## config.mk

```make
export PLATFORM = sky130hd
export DESIGN_NAME = register_bank
export DESIGN_NICKNAME = d
export VERILOG_FILES = /design/src/rtl/potatov_pkg.sv /design/src/rtl/register_scoreboard.sv /design/src/rtl/register_bank.sv
export SDC_FILE = /design/constraint.sdc
export NUM_CORES = 2
export LEC_CHECK = 0
export BUFFER_PORTS_ARGS = -buffer_cell sky130_fd_sc_hd__buf_2
export CAP_MARGIN = 10
export CORE_UTILIZATION = 50
export DETAILED_ROUTE_END_ITERATION = 12
export GPL_TIMING_DRIVEN = 0
export PLACE_DENSITY = 0.66
export SLEW_MARGIN = 20
export SYNTH_ARGS = -nofsm -noshare
export SYNTH_HDL_FRONTEND = slang
export SYNTH_SLANG_ARGS = --single-unit
```

## constraint.sdc

```tcl
create_clock -name clock -period 59.8 [get_ports clock]
set_clock_uncertainty 0.15 [all_clocks]
set_input_delay 2.99 -clock clock [delete_from_list [all_inputs] [get_ports clock]]
set_output_delay 2.99 -clock clock [all_outputs]
set_load 0.01 [all_outputs]
```

## src/rtl/potatov_pkg.sv

```systemverilog
// Shared integer-register definitions for the potatov core: default widths
// and the zero-register check used by the register bank and its scoreboard.
package potatov_pkg;
  localparam int XLEN_DEFAULT = 32;
  localparam int REG_AW       = 5;
  localparam int ADDR_MAX_W   = 8;   // widest register index supported (NREGS <= 256)

  function automatic logic is_zero_reg(input logic [ADDR_MAX_W-1:0] addr);
    return addr == '0;
  endfunction
endpackage

```

## src/rtl/register_scoreboard.sv

```systemverilog
// Busy scoreboard: one pending bit per register, set by claim, cleared by
// writeback or flush, with a registered popcount of the busy vector.
module register_scoreboard
  import potatov_pkg::*;
#(
  parameter int NREGS = 32,
  parameter int NREAD = 2,
  localparam int AW   = $clog2(NREGS)
) (
  input  logic                clock,
  input  logic                reset,
  input  logic                claim_valid,
  input  logic [AW-1:0]       claim_addr,
  input  logic                clear_valid,
  input  logic [AW-1:0]       clear_addr,
  input  logic                flush,
  input  logic [NREAD*AW-1:0] lookup_addr,
  output logic [NREAD-1:0]    lookup_busy,
  output logic [AW:0]         count
);
  logic [NREGS-1:0] busy, busy_next;
  logic [AW:0]      count_next;

  // Order matters: flush, then writeback clear, then claim, so the newest
  // owner of a register wins every same-cycle collision.
  always_comb begin
    busy_next = flush ? '0 : busy;
    if (clear_valid) busy_next[clear_addr] = 1'b0;
    if (claim_valid && !is_zero_reg(ADDR_MAX_W'(claim_addr)))
      busy_next[claim_addr] = 1'b1;
    busy_next[0] = 1'b0;
    count_next = '0;
    for (int i = 1; i < NREGS; i++)
      count_next = count_next + {{AW{1'b0}}, busy_next[i]};
  end

  always_ff @(posedge clock or posedge reset) begin
    if (reset) begin
      busy  <= '0;
      count <= '0;
    end else begin
      busy  <= busy_next;
      count <= count_next;
    end
  end

  for (genvar i = 0; i < NREAD; i++) begin : g_lookup
    assign lookup_busy[i] = busy[lookup_addr[i*AW +: AW]];
  end
endmodule

```

## src/rtl/register_bank.sv

```systemverilog
// Integer register file: NREAD combinational read ports, one write port,
// optional write-to-read bypass, and a busy scoreboard for RAW hazards.
module register_bank
  import potatov_pkg::*;
#(
  parameter int XLEN   = XLEN_DEFAULT,
  parameter int NREGS  = 32,
  parameter int NREAD  = 2,
  parameter int BYPASS = 1,
  localparam int AW    = $clog2(NREGS)
) (
  input  logic                  clock,
  input  logic                  reset,
  input  logic [NREAD*AW-1:0]   rd_addr,
  output logic [NREAD*XLEN-1:0] rd_data,
  output logic [NREAD-1:0]      rd_busy,
  input  logic                  wr_valid,
  input  logic [AW-1:0]         wr_addr,
  input  logic [XLEN-1:0]       wr_data,
  input  logic                  claim_valid,
  input  logic [AW-1:0]         claim_addr,
  input  logic                  flush,
  output logic [AW:0]           busy_count
);
  logic [XLEN-1:0]  mem [1:NREGS-1];
  logic [NREAD-1:0] sb_busy;
  logic             wr_en;

  assign wr_en = wr_valid && !is_zero_reg(ADDR_MAX_W'(wr_addr));

  always_ff @(posedge clock or posedge reset) begin
    if (reset) begin
      for (int i = 1; i < NREGS; i++) mem[i] <= '0;
    end else if (wr_en) begin
      mem[wr_addr] <= wr_data;
    end
  end

  register_scoreboard #(.NREGS(NREGS), .NREAD(NREAD)) u_sb (
    .clock       (clock),
    .reset       (reset),
    .claim_valid (claim_valid),
    .claim_addr  (claim_addr),
    .clear_valid (wr_valid),
    .clear_addr  (wr_addr),
    .flush       (flush),
    .lookup_addr (rd_addr),
    .lookup_busy (sb_busy),
    .count       (busy_count)
  );

  for (genvar i = 0; i < NREAD; i++) begin : g_rd
    logic [AW-1:0]   a;
    logic [XLEN-1:0] d;
    logic            b;
    logic            fwd;

    assign a   = rd_addr[i*AW +: AW];
    assign fwd = (BYPASS != 0) && wr_valid && (wr_addr == a);

    // A forwarded write retires the hazard, so the reader sees it as not busy.
    always_comb begin
      d = '0;
      b = 1'b0;
      if (!is_zero_reg(ADDR_MAX_W'(a))) begin
        if (fwd) begin
          d = wr_data;
        end else begin
          d = mem[a];
          b = sb_busy[i];
        end
      end
    end

    assign rd_data[i*XLEN +: XLEN] = d;
    assign rd_busy[i]              = b;
  end
endmodule

```

==> summary.txt <==
Hold Buf Count CTS: 0
Avg Synthesized Cell Area: 13.8 sq um
Worst slew pin tran: 1.41 ns
GRT Residual Overflow: 0
Post-Synthesis Net Count: 4,200
R2r setup slk: 54.20 ns
Post-layout util: 0.564
Cell area power density: 33.9 nW/um^2
CP Launch Type: primary input
Share of cells above drive strength 1: 0.460
Area occupied by multi-input gates: 28,700 sq um
Register Area: 25,700 sq um
R2R cell count: 17
DP Wirelength: 178,000 um
Hold endpoint: mem[621]
PortBufs: 117
Area Growth Syn to Fin: 12.0%
Max Cap Viol: 0
Full die area: 115,000 sq um
Multiplexer share of the synthesized area: 0.394
Initial core utilization: 0.504
WL/cell: 41.5 um
# resized after CTS: 0
Ranking of synthesized cells by area: dfrtp_1 (45%), mux2_2 (22%), mux4_2 (14%), mux2i_1 (3.2%), buf_2 (1.3%)
Main combinational cell family by area after synthesis: multiplexers
Cell variety after synth: 64
Minimum clock period: 10.48 ns
Clock sinks: 1,029
DR iter-0 viols: 6,286
Status: completed
Synth Flop Type: dfrtp_1
Slew Limit Headroom: 0.0337
Clk pin slew, worst setup/hold paths: 0.06 ns
Mapped Area: 56,700 sq um
Global placement routability congestion: 1.05
Final Hold Viols: 0
Crit share post-route: 0.175
Rows: 123
CP delay by family, top: buffers and inverters
Die height: 339 um
Complex-gate fraction of the synthesized area: 0.0692
Number of synthesized flops with an enable pin: 0
Routed wire length: 248,000 um
Synth Area in Simple Gates: 0.0297
Clk buf depth: 3
Filler cell count: 9,318
DRC viols: 0
Largest net degree at the start of global routing: 105
Crit end category: primary output
Mapped Cells: 4,111
Pre-antenna DRT Iters: 6
Yosys Warn Count: 0
Synth area leader: dfrtp_1
Routed vias/inst: 7.14
Worst-skew pair later-pin latency: 0.75 ns
Worst Hold Class: reg -> reg
Sequential area share after synthesis: 0.454
Via count: 42,600
Async set-reset flop share out of synthesis: 1.00
Chip Width: 339 um
Num CTS Buffers: 114
Final nets: 4,451
Adder-cell share of the synthesized area: 0.0101
Vias in the first global route: 42,000
RR Startpoint: u_sb.busy[27]
R2r endpoint: u_sb.count[4]
CTS root buffer: clkbuf_16
Initial antenna violation count: 27
Max Clk Rate: 0.0954 GHz
Post-route ant nets: 0
I/O Pins: 129
CP cell instances: buf_2 > or2_1 > clkbuf_1 > buf_1 > o22ai_1 > a2111oi_1 > a2111oi_0 > a21oi_1 > buf_2
TNS Setup: 0 ns
Worst path bufs/invs: 4
Highest-count cells in the layout ignoring fill and taps: mux2_2 (1,118), dfrtp_1 (1,029), mux4_2 (351)
Core Region: 112,000 sq um
WHS Path Cells: 1
Crit-path max cell delay: 1.07 ns
XOR/XNOR Fraction of Synth Area: 0.00201
Critical path's slowest cell: a2111oi_1
Peak supply drop: 0.0272 mV
Commonest non-fill, non-tap cell in the layout: mux2_2
Max FO, Critical Path: 10
WP data arrival: 7.34 ns
Global-route wire length before repair: 339,000 um
Post-CTS Setup Bufs: 0
Data required, critical path: 56.66 ns
Top cell by count, worst path: buf_2
Lkg Pwr: 27.7 nW
Synth Register Bits: 1,029
CTS tree: done
Setup-failing EPs final: 0
Worst hold start: mem[621]
Slew Limit Fails: 0
H-Tree Depth: 3
GRT Total Usage: 0.430
Unrepaired setup endpoints after global routing: no
Critical path class: in -> out
Yosys top cell area share: 0.454
-- registers in the layout (all words and copies together) (netlist names) --
name,cells
u_sb.busy,31
u_sb.count,6
mem,992
-- worst max path at each step --
stage,start,slack [ns],to,cells after the start
5_1_grt,rd_addr[7],49.68,rd_data[47],9
3_5_place_dp,rd_addr[2],49.74,rd_busy[0],9
4_1_cts,rd_addr[2],49.74,rd_busy[0],9
6_report,rd_addr[7],49.32,rd_data[47],9
2_1_floorplan,reset,27.70,mem[0],1
3_3_place_gp,reset,15.29,mem[725],2
-- synth_stat cells (8+ instances only) --
cell type  instances
mux2_2          1118
nand2_1           95
a32oi_1           14
o221a_2           18
a211oi_1          45
o221ai_1          18
a2111oi_0         39
buf_6             11
o32ai_1           12
mux4_2           351
a21oi_1           53
buf_4             52
a22oi_1           72
nor4_1            17
a221oi_1          43
buf_1             42
nor2_1            64
buf_2            143
a22o_1            22
nor3_1            35
o21ai_0          111
nand2b_1          11
nor2b_1           36
o31ai_1            8
ha_1               9
clkbuf_1         189
xor2_1             8
mux2i_1          183
nand3_1           46
a221o_1            9
o22ai_1           65
fa_1              23
inv_1             55
dfrtp_1         1029
-- metal layers --
layer / share of wire / track usage / up-vias
met5: 0.00040 / 0 / -
met1: 0.37 / 0.557 / 22400
li1: - / - / 16300
met3: 0.15 / 0.206 / 770
met4: 0.069 / 0.245 / 14
met2: 0.41 / 0.584 / 3067
-- cell families (layout without fill, tap and decap cells) --
group,after synthesis,after routing
muxes,1652,1652
DFF,1029,1029
AOI/OAI and AO/OA,549,549
buffers and inverters,494,838
and+or+nand+nor,342,342
adders and majority gates,32,32
xor gates and xnor gates,13,13
other,0,12
-- report_power, final --
| part | leakage (nW) | switching, mW | internal, mW |
|---|---|---|---|
| registers | 13.2 | 0.104 | 0.829 |
| clock network | 1.91 | 0.311 | 0.427 |
| logic | 12.6 | 0.238 | 0.245 |
| total | 27.7 | 0.652 | 1.50 |
-- metrics by stage --
step	hold WS [ns]	power, mW	setup slack (ns)	std cells	area, sq um
after floorplan	0.340	1.23	27.70	4111	56700
after global placement	0.349	1.39	15.29	5728	59100
after detailed placement	0.359	1.40	49.74	5746	59600
after CTS	0.372	2.13	49.74	5955	63400
after global routing	0.391	2.21	49.68	5959	63400
final	0.374	2.15	49.32	5967	63500
-- area by class of cell --
cell class,instances,share of cell area
Clock inverter,35,0.00649
Inverter,57,0.00349
Antenna cell,12,0.000473
Timing Repair Buffer,135,0.0151
Buffer,437,0.0333
Clock buffer,174,0.0540
Multi-Input combinational cell,2588,0.452
Sequential cell,1029,0.406
Tap cell,1500,0.0296
No activity file was read; power rests on OpenSTA's default activity.
